`src/rtl/alu_op_sequencer_if.sv`:
```
// Bus bundle for the ALU operation sequencer: command handshake, ALU drive/return,
// result handshake and status. The sequencer uses the slave view; its environment
// (command source, ALU, result consumer) uses the master view.
interface alu_op_sequencer_if #(
    parameter int unsigned WIDTH = 32,
    parameter int unsigned OPW   = 4,
    parameter int unsigned CNT_W = 16
) ();
    // command side
    logic             cmd_valid;
    logic             cmd_ready;
    logic [WIDTH-1:0] cmd_a;
    logic [WIDTH-1:0] cmd_b;
    logic [OPW-1:0]   cmd_op;
    // ALU side
    logic [WIDTH-1:0] alu_a;
    logic [WIDTH-1:0] alu_b;
    logic [OPW-1:0]   alu_op;
    logic             alu_en;
    logic [WIDTH-1:0] alu_result;
    logic [3:0]       alu_flags;
    // result side
    logic             res_valid;
    logic             res_ready;
    logic [WIDTH-1:0] res_data;
    logic             res_err;
    // status
    logic [3:0]       flags_q;
    logic             busy;
    logic [CNT_W-1:0] op_count;

    modport master (
        output cmd_valid, cmd_a, cmd_b, cmd_op, alu_result, alu_flags, res_ready,
        input  cmd_ready, alu_a, alu_b, alu_op, alu_en, res_valid, res_data, res_err,
               flags_q, busy, op_count
    );

    modport slave (
        input  cmd_valid, cmd_a, cmd_b, cmd_op, alu_result, alu_flags, res_ready,
        output cmd_ready, alu_a, alu_b, alu_op, alu_en, res_valid, res_data, res_err,
               flags_q, busy, op_count
    );
endinterface

```
`src/rtl/alu_op_sequencer.sv`:
```
// ALU operation sequencer: accepts one command, pulses the shared ALU, waits its
// latency, captures result/flags and holds them until the consumer takes them.
// Illegal opcodes bypass the ALU and return an error result straight away.
module alu_op_sequencer #(
    parameter int unsigned WIDTH   = 32,
    parameter int unsigned OPW     = 4,
    parameter int unsigned OP_MAX  = 9,
    parameter int unsigned ALU_LAT = 1,
    parameter int unsigned CNT_W   = 16
) (
    input logic            clk,
    input logic            rst,
    alu_op_sequencer_if.slave bus
);

    // A one-bit counter is still needed when ALU_LAT is 1 ($clog2(1) is 0).
    localparam int unsigned LAT_W = (ALU_LAT > 1) ? $clog2(ALU_LAT) : 1;
    localparam logic [OPW-1:0]   OpMax   = OPW'(OP_MAX);
    localparam logic [LAT_W-1:0] WaitTop = LAT_W'(ALU_LAT - 1);

    typedef enum logic [1:0] {StIdle, StIssue, StWait, StDone} state_e;

    state_e           state_q;
    logic [LAT_W-1:0] wait_cnt_q;
    logic [WIDTH-1:0] alu_a_q;
    logic [WIDTH-1:0] alu_b_q;
    logic [OPW-1:0]   alu_op_q;
    logic             alu_en_q;
    logic             res_valid_q;
    logic [WIDTH-1:0] res_data_q;
    logic             res_err_q;
    logic [3:0]       flags_q;
    logic [CNT_W-1:0] op_count_q;

    // Sequencing FSM; every bus output except cmd_ready/busy is a register here.
    always_ff @(posedge clk or posedge rst) begin
        if (rst) begin
            state_q     <= StIdle;
            wait_cnt_q  <= '0;
            alu_a_q     <= '0;
            alu_b_q     <= '0;
            alu_op_q    <= '0;
            alu_en_q    <= 1'b0;
            res_valid_q <= 1'b0;
            res_data_q  <= '0;
            res_err_q   <= 1'b0;
            flags_q     <= '0;
            op_count_q  <= '0;
        end else begin
            // alu_en is a single-cycle pulse covering the ISSUE state only.
            alu_en_q <= 1'b0;
            unique case (state_q)
                StIdle: begin
                    if (bus.cmd_valid) begin
                        alu_a_q  <= bus.cmd_a;
                        alu_b_q  <= bus.cmd_b;
                        alu_op_q <= bus.cmd_op;
                        if (bus.cmd_op > OpMax) begin
                            // Error result skips the ALU; flags_q is left alone.
                            res_data_q  <= '0;
                            res_err_q   <= 1'b1;
                            res_valid_q <= 1'b1;
                            state_q     <= StDone;
                        end else begin
                            alu_en_q <= 1'b1;
                            state_q  <= StIssue;
                        end
                    end
                end
                StIssue: begin
                    wait_cnt_q <= WaitTop;
                    state_q    <= StWait;
                end
                StWait: begin
                    if (wait_cnt_q == '0) begin
                        res_data_q  <= bus.alu_result;
                        flags_q     <= bus.alu_flags;
                        res_err_q   <= 1'b0;
                        res_valid_q <= 1'b1;
                        state_q     <= StDone;
                    end else begin
                        wait_cnt_q <= wait_cnt_q - LAT_W'(1);
                    end
                end
                StDone: begin
                    if (bus.res_ready) begin
                        res_valid_q <= 1'b0;
                        if (!res_err_q) begin
                            op_count_q <= op_count_q + CNT_W'(1);
                        end
                        state_q <= StIdle;
                    end
                end
                default: state_q <= StIdle;
            endcase
        end
    end

    // Status decoded from state; cmd_ready is also held low while reset is applied.
    assign bus.cmd_ready = (state_q == StIdle) && !rst;
    assign bus.busy      = (state_q != StIdle);

    assign bus.alu_a     = alu_a_q;
    assign bus.alu_b     = alu_b_q;
    assign bus.alu_op    = alu_op_q;
    assign bus.alu_en    = alu_en_q;
    assign bus.res_valid = res_valid_q;
    assign bus.res_data  = res_data_q;
    assign bus.res_err   = res_err_q;
    assign bus.flags_q   = flags_q;
    assign bus.op_count  = op_count_q;

endmodule

```
`src/flat_wrapper.sv`:
```
// flat-port wrapper written by rule: the top's interface ports become plain ports
module alu_op_sequencer_flat 
#(
    parameter int unsigned WIDTH   = 32,
    parameter int unsigned OPW     = 4,
    parameter int unsigned OP_MAX  = 9,
    parameter int unsigned ALU_LAT = 1,
    parameter int unsigned CNT_W   = 16
)
  (clk, rst, bus_cmd_valid, bus_cmd_a, bus_cmd_b, bus_cmd_op, bus_alu_result, bus_alu_flags, bus_res_ready, bus_cmd_ready, bus_alu_a, bus_alu_b, bus_alu_op, bus_alu_en, bus_res_valid, bus_res_data, bus_res_err, bus_flags_q, bus_busy, bus_op_count);
  alu_op_sequencer_if #(.WIDTH(WIDTH), .OPW(OPW), .CNT_W(CNT_W)) bus_i ();
  input logic clk;
  input logic rst;
  input wire logic [$bits(bus_i.cmd_valid)-1:0] bus_cmd_valid;
  input wire logic [$bits(bus_i.cmd_a)-1:0] bus_cmd_a;
  input wire logic [$bits(bus_i.cmd_b)-1:0] bus_cmd_b;
  input wire logic [$bits(bus_i.cmd_op)-1:0] bus_cmd_op;
  input wire logic [$bits(bus_i.alu_result)-1:0] bus_alu_result;
  input wire logic [$bits(bus_i.alu_flags)-1:0] bus_alu_flags;
  input wire logic [$bits(bus_i.res_ready)-1:0] bus_res_ready;
  output wire logic [$bits(bus_i.cmd_ready)-1:0] bus_cmd_ready;
  output wire logic [$bits(bus_i.alu_a)-1:0] bus_alu_a;
  output wire logic [$bits(bus_i.alu_b)-1:0] bus_alu_b;
  output wire logic [$bits(bus_i.alu_op)-1:0] bus_alu_op;
  output wire logic [$bits(bus_i.alu_en)-1:0] bus_alu_en;
  output wire logic [$bits(bus_i.res_valid)-1:0] bus_res_valid;
  output wire logic [$bits(bus_i.res_data)-1:0] bus_res_data;
  output wire logic [$bits(bus_i.res_err)-1:0] bus_res_err;
  output wire logic [$bits(bus_i.flags_q)-1:0] bus_flags_q;
  output wire logic [$bits(bus_i.busy)-1:0] bus_busy;
  output wire logic [$bits(bus_i.op_count)-1:0] bus_op_count;
  assign bus_i.cmd_valid = bus_cmd_valid;
  assign bus_i.cmd_a = bus_cmd_a;
  assign bus_i.cmd_b = bus_cmd_b;
  assign bus_i.cmd_op = bus_cmd_op;
  assign bus_i.alu_result = bus_alu_result;
  assign bus_i.alu_flags = bus_alu_flags;
  assign bus_i.res_ready = bus_res_ready;
  assign bus_cmd_ready = bus_i.cmd_ready;
  assign bus_alu_a = bus_i.alu_a;
  assign bus_alu_b = bus_i.alu_b;
  assign bus_alu_op = bus_i.alu_op;
  assign bus_alu_en = bus_i.alu_en;
  assign bus_res_valid = bus_i.res_valid;
  assign bus_res_data = bus_i.res_data;
  assign bus_res_err = bus_i.res_err;
  assign bus_flags_q = bus_i.flags_q;
  assign bus_busy = bus_i.busy;
  assign bus_op_count = bus_i.op_count;
  alu_op_sequencer #(.WIDTH(WIDTH), .OPW(OPW), .OP_MAX(OP_MAX), .ALU_LAT(ALU_LAT), .CNT_W(CNT_W)) u_core (.clk(clk), .rst(rst), .bus(bus_i));
endmodule
```
`config.mk`:
```
export PLATFORM = sky130hd
export DESIGN_NAME = alu_op_sequencer_flat
export DESIGN_NICKNAME = d
export VERILOG_FILES = /design/src/rtl/alu_op_sequencer_if.sv /design/src/rtl/alu_op_sequencer.sv /design/src/flat_wrapper.sv
export SDC_FILE = /design/constraint.sdc
export NUM_CORES = 1
export LEC_CHECK = 0
export ABC_AREA = 0
export CAP_MARGIN = 30
export CORE_MARGIN = 1
export CORE_UTILIZATION = 41
export DETAILED_ROUTE_END_ITERATION = 7
export GPL_ROUTABILITY_DRIVEN = 0
export GPL_TIMING_DRIVEN = 0
export PLACE_DENSITY = 0.8
export REMOVE_ABC_BUFFERS = 1
export SETUP_SLACK_MARGIN = 0.4
export SYNTH_ARGS = -nofsm -noshare
export SYNTH_HDL_FRONTEND = slang
export SYNTH_SLANG_ARGS = --single-unit
```
`constraint.sdc`:
```
create_clock -name clk -period 4.85 [get_ports clk]
set_input_delay 0.7275 -clock clk [delete_from_list [all_inputs] [get_ports clk]]
set_output_delay 0.7275 -clock clk [all_outputs]
set_load 0.05 [all_outputs]
```
==> run_results.csv <==
group,metric,value,unit
status,outcome,"finished, violations left",
status,violations,"design-rule violations",
yosys,synth_most_common_cell,"dfrtp_1",
place,placed_cells,681,
yosys,synth_edf_count,0,
setup_path,crit_path_end_kind,"output port",
hold_path,min_to,"u_core.bus.op_count[15]",
drt,vias,3528,
cts,numClockSinks,125,
setup_path,worstSetupPathType,"flip-flop to output port",
floorplanning,die_h,111,um
sta,worstMarginPinSlew,0.888,ns
final_layout,area_growth,60.2,%
yosys,syn_inst,319,
grt,grt_pass1_vias,3840,
setup_path,cp-start-kind,"flip-flop",
floorplanning,rows,39,
yosys,synth_top_area_cell,"dfrtp_1",
cts,cts_hold_buf,0,
grt,grt.busiest_layer,"met2",
grt,grt_max_degree,75,
setup_path,arrival,2.32,ns
grt,grt_pass1_wl,19900,um
cts,cts_buffers,17,
cts,clkTransAtPathRegs,0.05,ns
sta,fin_crit,3.05,ns
cts,cts_resized,0,
grt,use_met2,34.8,%
yosys,yosys.area.top_type_share,63.7,%
floorplanning,design.core.area,11600,um2
sta,fin_crit_sh,62.9,%
cts,cts_tree,"built",
sta,fin_hold_ws,0.469,ns
grt,use_met1,23.8,%
setup_path,r2r_start,"u_core.state_q[0]",
floorplanning,fp.dieArea,12400,um2
final_layout,final_util,68.1,%
sta,setup_viol,0,
yosys,ys_seq_elements,125,
setup_path,rr_endpoint,"u_core.bus.res_data[4]",
setup_path,max_stage_delay,0.82,ns
setup_path,rr_worst_depth,5,
sta,fin_skew,0.00884,ns
sta,final_max_slew_viol_count,0,
drt,drc,18,
drt,drt_wl_total,11900,um
drt,initialDrtViolationCount,128,
power_and_ir_drop,ir_drop,489,uV
setup_path,critPathSlowestCell,"clkdlybuf4s50_1",
yosys,yosysWarnings,0,
grt,grt_overflow,0,
setup_path,crit_fanout,6,
final_layout,drive_above_1_share,23.3,%
floorplanning,initial_core_util,42.5,%
cts,cts_max_level,4,
grt,grt_antenna_before_repair,0,
yosys,ys_types,32,
cts,clk_latency,0.41,ns
hold_path,worstHoldPathType,"flip-flop to flip-flop",
final_layout,antenna-diode-count,0,
yosys,synth_area_per_cell,15.4,um2
yosys,async_reset_ff_share,100,%
place,hpwl,8710,um
flow_run,cap_violations,0,
setup_path,reg2reg_slack,2.73,ns
sta,rsz0062_at_grt,"no",
drt,wl_per_cell,16.7,um
floorplanning,ios,233,
setup_path,required,4.12,ns
drt,viasPerCell,4.95,
yosys,seq_area_frac_synth,63.7,%
floorplanning,die_w,111,um
power_and_ir_drop,power_density,824,nW/um2
final_layout,layoutNonFillerInstCount,713,
yosys,netlist_area,4910,um2
sta,fin_setup_tns,0,ns
hold_path,hold_path_depth,1,
place,numPortBuffers,232,
drt,dr.pass1.iters,6,
power_and_ir_drop,p_total,0.00649,W
sta,hold_violations,0,
drt,route.antenna.remaining_nets,0,
cts,cts_root_buf,"clkbuf_16",
cts,post_cts_buffers,0,
grt,met3_usage,7.51,%
sta,fmax,328,MHz
yosys,synth_ff_type,"dfrtp_1",
yosys,synth_common_cells,"dfrtp_1, mux2_2, a22o_2, a22o_1, xnor2_1",
sta,relSlewSlack,40.8,%
cts,clockBufferDepth,2,
power_and_ir_drop,p_leak,3.38,nW
setup_path,path_cells,"inv_1 -> ha_1 -> inv_2 -> nor2_1 -> clkdlybuf4s50_1",
final_layout,final_nets,671,
yosys,synth_area_leaders,"dfrtp_1, mux2_2, a22o_2",
hold_path,hp-start,"u_core.bus.op_count[15]",
grt,track_usage,20.6,%
setup_path,path_buf_inv,3,
setup_path,critical-path-top-delay-family,"buffers and inverters",
-- layout by cell type, fill, tap and decap left out, types with 2 or more instances in the layout --
master,synthesis,routed
clkdlybuf4s50_1,0,232
dfrtp_1,125,125
mux2_2,73,73
a22o_2,20,20
clkbuf_16,0,17
a22o_1,12,12
xnor2_1,12,12
nand2_1,11,10
nor2_1,8,8
ha_1,6,6
clkbuf_1,0,6
clkinv_2,0,6
inv_1,5,4
nand4_1,4,4
nor3_1,3,3
xor2_1,3,3
nand3_1,3,3
nand3b_1,2,2
o21ai_0,2,2
-- registers in the layout, summed over array words and instances (netlist names) --
signal                cells
u_core.bus.alu_en         1
u_core.bus.res_valid      1
u_core.bus.flags_q        4
u_core.bus.alu_op         4
u_core.bus.res_data      32
u_core.bus.res_err        1
u_core.bus.alu_b         32
u_core.state_q            2
u_core.bus.alu_a         32
u_core.bus.op_count      16
-- metal layers --
layer / routed length (um) / share of wire [%]
met5: 0 / 0
met4: 223 / 1.9
met3: 976 / 8.2
met2: 6030 / 51
met1: 4710 / 39
-- worst max path at each step --
stage / start / to / slack [ns] / cells past startpoint
detailed placement: rst / bus_cmd_ready / 1.96 / 3
floorplan: rst / u_core.bus.alu_a[0] / 0.79 / 1
CTS: u_core.state_q[0] / bus_cmd_ready / 1.78 / 5
global placement: rst / u_core.bus.alu_a[26] / -0.84 / 2
finish: u_core.state_q[0] / bus_cmd_ready / 1.80 / 5
global route: u_core.state_q[0] / bus_cmd_ready / 1.68 / 5
-- through the flow --
step | cell area, um2 | setup slack, ns
global route | 7870 | 1.68
finish | 7870 | 1.80
global placement | 7290 | -0.844
floorplan | 4790 | 0.795
detailed placement | 7340 | 1.96
CTS | 7870 | 1.78
-- worst reg2reg max path: stages (launching register included) --
cell and delay (ns):
dfrtp_1 0.40, inv_1 0.14, ha_1 0.41, nor2b_2 0.69, buf_6 0.26, a22o_1 0.16
-- area by class of cell --
class,count,area (um2)
clock buffer,24,462
timing repair buffer,234,2360
clock inverter,8,67.6
fill,844,3690
tap,143,179
sequential,125,3130
inverter,6,27.5
multi-input combinational,173,1650
-- where the power goes --
part	switching, W	internal (W)
registers	0.000265	0.00151
logic	0.00224	0.00134
clock network	0.000423	0.000711
-- cell families (layout without fill, tap and decap cells) --
group	Yosys count	in the layout	share of synthesized area, %
flip-flops	125	125	63.7
multiplexers	74	74	16.9
AO/OA/AOI/OAI	39	39	7.46
AND/OR/NAND/NOR	39	39	4.71
buffers and inverters	21	272	3.01
XOR/XNOR	15	15	2.67
adder cells (fa/ha/maj)	6	6	1.53
No activity file was read; power rests on OpenSTA's default activity.
